File: src/rtl/change_dispenser.sv
// Change payout stage: greedily ejects one coin per clock (10, 5, 2, 1) from a
// per-denomination inventory that is also refilled by front-panel coin deposits.
module change_dispenser #(
   parameter int unsigned WIDTH      = 5,
   parameter int unsigned CNT_W      = 5,
   parameter int unsigned INIT_STOCK = 4
) (
   input  logic             clk,
   input  logic             reset,
   input  logic             change_valid,
   input  logic [WIDTH-1:0] change_in,
   input  logic             dep_ten,
   input  logic             dep_five,
   input  logic             dep_two,
   input  logic             dep_one,
   output logic             ready,
   output logic             coin_ten,
   output logic             coin_five,
   output logic             coin_two,
   output logic             coin_one,
   output logic             done,
   output logic             short,
   output logic [WIDTH-1:0] change_left,
   output logic [CNT_W-1:0] stock_ten,
   output logic [CNT_W-1:0] stock_five,
   output logic [CNT_W-1:0] stock_two,
   output logic [CNT_W-1:0] stock_one
);

   typedef enum logic [0:0] {StIdle, StRun} state_e;

   localparam logic [WIDTH-1:0] DenTen  = WIDTH'(10);
   localparam logic [WIDTH-1:0] DenFive = WIDTH'(5);
   localparam logic [WIDTH-1:0] DenTwo  = WIDTH'(2);
   localparam logic [WIDTH-1:0] DenOne  = WIDTH'(1);
   localparam logic [CNT_W-1:0] StockMax  = '1;
   localparam logic [CNT_W-1:0] StockInit = CNT_W'(INIT_STOCK);

   // Bit 3 = ten, 2 = five, 1 = two, 0 = one throughout.
   state_e                      state_q, state_d;
   logic [WIDTH-1:0]            change_left_q, change_left_d;
   logic [3:0]                  coin_q, coin_d;
   logic                        done_q, done_d;
   logic                        short_q, short_d;
   logic [3:0][CNT_W-1:0]       stock_q, stock_d;
   logic [3:0]                  dep;
   logic [3:0]                  avail;
   logic [3:0]                  pick;
   logic [WIDTH-1:0]            pick_val;

   assign dep = {dep_ten, dep_five, dep_two, dep_one};

   always_comb begin
      avail[3] = (stock_q[3] != '0) && (change_left_q >= DenTen);
      avail[2] = (stock_q[2] != '0) && (change_left_q >= DenFive);
      avail[1] = (stock_q[1] != '0) && (change_left_q >= DenTwo);
      avail[0] = (stock_q[0] != '0) && (change_left_q >= DenOne);
      pick     = 4'b0000;
      pick_val = '0;
      if (avail[3]) begin
         pick     = 4'b1000;
         pick_val = DenTen;
      end else if (avail[2]) begin
         pick     = 4'b0100;
         pick_val = DenFive;
      end else if (avail[1]) begin
         pick     = 4'b0010;
         pick_val = DenTwo;
      end else if (avail[0]) begin
         pick     = 4'b0001;
         pick_val = DenOne;
      end
   end

   always_comb begin
      state_d       = state_q;
      change_left_d = change_left_q;
      short_d       = short_q;
      done_d        = 1'b0;
      coin_d        = 4'b0000;
      unique case (state_q)
         StIdle: begin
            if (change_valid) begin
               change_left_d = change_in;
               short_d       = 1'b0;
               state_d       = StRun;
            end
         end
         StRun: begin
            if (change_left_q == '0) begin
               done_d  = 1'b1;
               state_d = StIdle;
            end else if (pick != 4'b0000) begin
               coin_d        = pick;
               change_left_d = change_left_q - pick_val;
            end else begin
               short_d = 1'b1;
               done_d  = 1'b1;
               state_d = StIdle;
            end
         end
         default: state_d = StIdle;
      endcase

      // A deposit at saturation is dropped; dispense never underflows since pick needs stock>0.
      for (int i = 0; i < 4; i++) begin
         stock_d[i] = stock_q[i];
         if (dep[i] && !coin_d[i]) begin
            if (stock_q[i] != StockMax) stock_d[i] = stock_q[i] + CNT_W'(1);
         end else if (!dep[i] && coin_d[i]) begin
            stock_d[i] = stock_q[i] - CNT_W'(1);
         end
      end
   end

   always_ff @(posedge clk or posedge reset) begin
      if (reset) begin
         state_q       <= StIdle;
         change_left_q <= '0;
         coin_q        <= 4'b0000;
         done_q        <= 1'b0;
         short_q       <= 1'b0;
         stock_q       <= {4{StockInit}};
      end else begin
         state_q       <= state_d;
         change_left_q <= change_left_d;
         coin_q        <= coin_d;
         done_q        <= done_d;
         short_q       <= short_d;
         stock_q       <= stock_d;
      end
   end

   assign ready       = (state_q == StIdle);
   assign coin_ten    = coin_q[3];
   assign coin_five   = coin_q[2];
   assign coin_two    = coin_q[1];
   assign coin_one    = coin_q[0];
   assign done        = done_q;
   assign short       = short_q;
   assign change_left = change_left_q;
   assign stock_ten   = stock_q[3];
   assign stock_five  = stock_q[2];
   assign stock_two   = stock_q[1];
   assign stock_one   = stock_q[0];

endmodule

File: config.mk
export PLATFORM = sky130hd
export DESIGN_NAME = change_dispenser
export DESIGN_NICKNAME = d
export VERILOG_FILES = /design/src/rtl/change_dispenser.sv
export SDC_FILE = /design/constraint.sdc
export NUM_CORES = 1
export LEC_CHECK = 0
export BUFFER_PORTS_ARGS = -buffer_cell sky130_fd_sc_hd__buf_2
export CAP_MARGIN = 20
export CORE_UTILIZATION = 37
export DETAILED_ROUTE_END_ITERATION = 12
export GPL_ROUTABILITY_DRIVEN = 0
export HOLD_SLACK_MARGIN = 0.1
export PLACE_DENSITY_LB_ADDON = 0.2
export SETUP_SLACK_MARGIN = 0.2
export SKIP_CTS_REPAIR_TIMING = 1
export SLEW_MARGIN = 25
export SYNTH_ARGS = -nofsm -noshare
export SYNTH_HDL_FRONTEND = slang
export SYNTH_SLANG_ARGS = --single-unit
File: constraint.sdc
create_clock -name clk -period 4.9 [get_ports clk]
set_clock_uncertainty 0.1 [all_clocks]
set_input_delay 0.245 -clock clk [delete_from_list [all_inputs] [get_ports clk]]
set_output_delay 0.245 -clock clk [all_outputs]
set_load 0.03 [all_outputs]
==> flow_metrics.py <==
metrics = {
    "grt": {
        "grt_max_degree": 33,
        "grt_pass1_wl_um": 7560,
        "grt_util_all_layers_pct": 15.8,
        "antenna_found_initial": 0,
        "grt_pass1_vias": 1608,
        "grt-ovfl-total": 0,
    },
    "route": {
        "postRouteWirelength_um": 4460,
        "ant_nets": 0,
        "routed-wl-met3_um": 254,
        "drc": 0,
        "wl_per_cell_um": 13.6,
        "routed_via_density": 5.24,
        "route.layer.met1.wl_um": 2200,
        "via_count": 1724,
        "first_iter_violations": 109,
        "drt_first_pass_iters": 4,
        "route.met2.wl_um": 1960,
        "topRoutingLayerUsed": "met4",
    },
    "layout": {
        "antenna_cells": 0,
        "area_growth_pct": 17.3,
        "finalNonFillerCells": 329,
        "drive_gt1_share_pct": 25.3,
        "layout.nets": 292,
    },
    "synthesis": {
        "synth_area_per_cell_um2": 10.2,
        "synth_top_area_share_pct": 32.6,
        "ys_seq_elements": 32,
        "synthDistinctLibCells": 45,
        "netlist_instances": 211,
        "synthFlopType": "dfrtp_1",
        "yosysTopAreaCell": "dfrtp_1",
        "synth_area_um2": 2150,
        "ys_seq_area_share_pct": 37.4,
        "synth-edff-count": 0,
        "synthArstFlopShare_pct": 100,
        "yosys_warnings": 0,
        "synth_area_leaders": "dfrtp_1 (33%), ha_1 (9.3%), dfstp_2 (4.9%)",
        "synth_nets": 244,
    },
    "clocking": {
        "cts_buffers": 5,
        "clock-sinks": 32,
        "path_clk_slew_ps": 60,
        "h-tree-depth": 2,
        "cts_tree": "built",
        "clockBufferDepth": 2,
        "clk_latency_ps": 280,
        "clockRootBuffer": "clkbuf_8",
    },
    "sta": {
        "relSlewSlack_pct": 43.0,
        "grt_setup_unrepaired": "false",
        "period_needed_ps": 3790,
        "max_freq_mhz": 264,
        "worst_pin_slew_ps": 854,
        "setup_tns_ps": 0,
        "hold_viol": 0,
        "fin_crit_sh_pct": 77.3,
        "maxSlewViolCount": 0,
        "setup_viol": 0,
        "fin_ws_ps": 1110,
    },
    "setup_path": {
        "path_cells": "or4_1, o21a_1, or3_1, or3_1, nand2_1, ha_1, a21o_1, a21o_1, o21ai_0, mux2i_1, or3_1",
        "worstPathRequired_ps": 4960,
        "critPathKind": "flip-flop to flip-flop",
        "end_kind": "flip-flop",
        "crit_slowest_cell": "or4_1",
        "critPathLaunchType": "flip-flop",
        "cp_common_cell": "or3_1",
        "path_max_fanout": 8,
        "critPathMaxStageDelay_ps": 560,
        "worstPathArrival_ps": 3850,
    },
    "placement": {
        "dp_cells": 323,
        "hpwl_um": 3320,
        "pre_cts_ws_ps": 1130,
        "port_buffers": 43,
    },
    "floorplanning": {
        "coreArea_um2": 5540,
        "die_h_um": 78.3,
        "start_util_pct": 38.8,
        "die_x_um": 78.3,
        "design.die.area_um2": 6130,
        "io_pins": 44,
        "fp-row-count": 27,
    },
    "outcome": {
        "status": "finished, final reports clean",
    },
    "hold_path": {
        "hp-class": "input port to flip-flop",
    },
    "job": {
        "cap_violations": 0,
    },
}
routing by layer:
metal,up-vias,track usage (%)
li1,869,-
met1,807,21.7
met2,43,23.8
met3,5,4.88
met4,0,4.44
met5,-,0
cells in the mapped netlist, drive strengths merged (3+ instances only):
master	instances
xnor2	12
a2bb2oi	3
or4	5
o21ai	14
nor3	3
a21oi	20
dfrtp	28
mux2i	9
fa	5
or3	3
xor2	4
dfstp	4
clkbuf	3
nand2	8
a21o	11
ha	16
nor2b	4
a211oi	4
mux2	7
nor2	9
inv	13
cells by family (layout without fill, tap and decap cells):
group / Yosys count / count (layout) / share of synthesized area (%)
AO/OA/AOI/OAI: 63 / 63 / 18.7
AND/OR/NAND/NOR: 45 / 45 / 11.9
adder cells (fa/ha/maj): 21 / 21 / 14.0
flip-flops: 32 / 32 / 37.4
multiplexers: 16 / 16 / 8.02
XOR/XNOR: 16 / 16 / 6.51
buffers and inverters: 18 / 64 / 3.49
state kept, by name (all words and copies together), names as in the netlist:
signal,count
change_left,5
coin_q,4
done,1
short,1
state_q,1
stock_five,5
stock_one,5
stock_ten,5
stock_two,5
final timing paths:
kind	startpoint	endpoint	slack [ps]	cells past startpoint
max	stock_two[1]	stock_one[4]	1110	11
min	change_in[3]	change_left[3]	140	3
max reg2reg	stock_two[1]	stock_one[4]	1110	11
min reg2reg	stock_one[2]	stock_one[2]	430	1
max in group asynchronous	reset	stock_ten[2]	3880	4
min in group asynchronous	reset	coin_q[1]	490	4
worst max-delay path, delay by kind of cell (launching register included):
family          cells  cell delay, ps
compound gates      4             720
fa+ha+maj           1             290
flops               1             420
mux                 1              80
simple gates        5            2040
final cells by class:
type / instances / area, um2
fillers: 563 / 3020
multi-input cells: 161 / 1270
flip-flops and latches: 32 / 806
repair buffers: 46 / 240
well taps: 72 / 90.1
clock buffers: 5 / 68.8
inverters: 13 / 48.8
per-stage QoR:
stage / cell area, um2 / hold WS (ps) / util [%]
after floorplan: 2150 / 258 / -
after global placement: 2450 / 258 / 44.2
after detailed placement: 2450 / 260 / 44.2
after CTS: 2510 / -43.8 / 45.4
after global routing: 2520 / 143 / 45.6
final: 2520 / 140 / 45.6
cell usage in the layout (no fill, tap or decap), types with 5 or more instances in the layout:
master / Yosys / layout
a21o_1: 11 / 11
a21oi_1: 20 / 20
buf_2: 0 / 43
clkbuf_8: 0 / 5
dfrtp_1: 28 / 28
fa_1: 5 / 5
ha_1: 16 / 16
inv_1: 12 / 12
mux2_2: 7 / 7
mux2i_1: 8 / 8
nand2_1: 8 / 8
nor2_1: 9 / 9
o21ai_0: 13 / 13
xnor2_1: 12 / 12
Power is left out: the tool's default activity adds up to more than one toggle a clock period on the data nets, which glitch-free logic cannot reach.
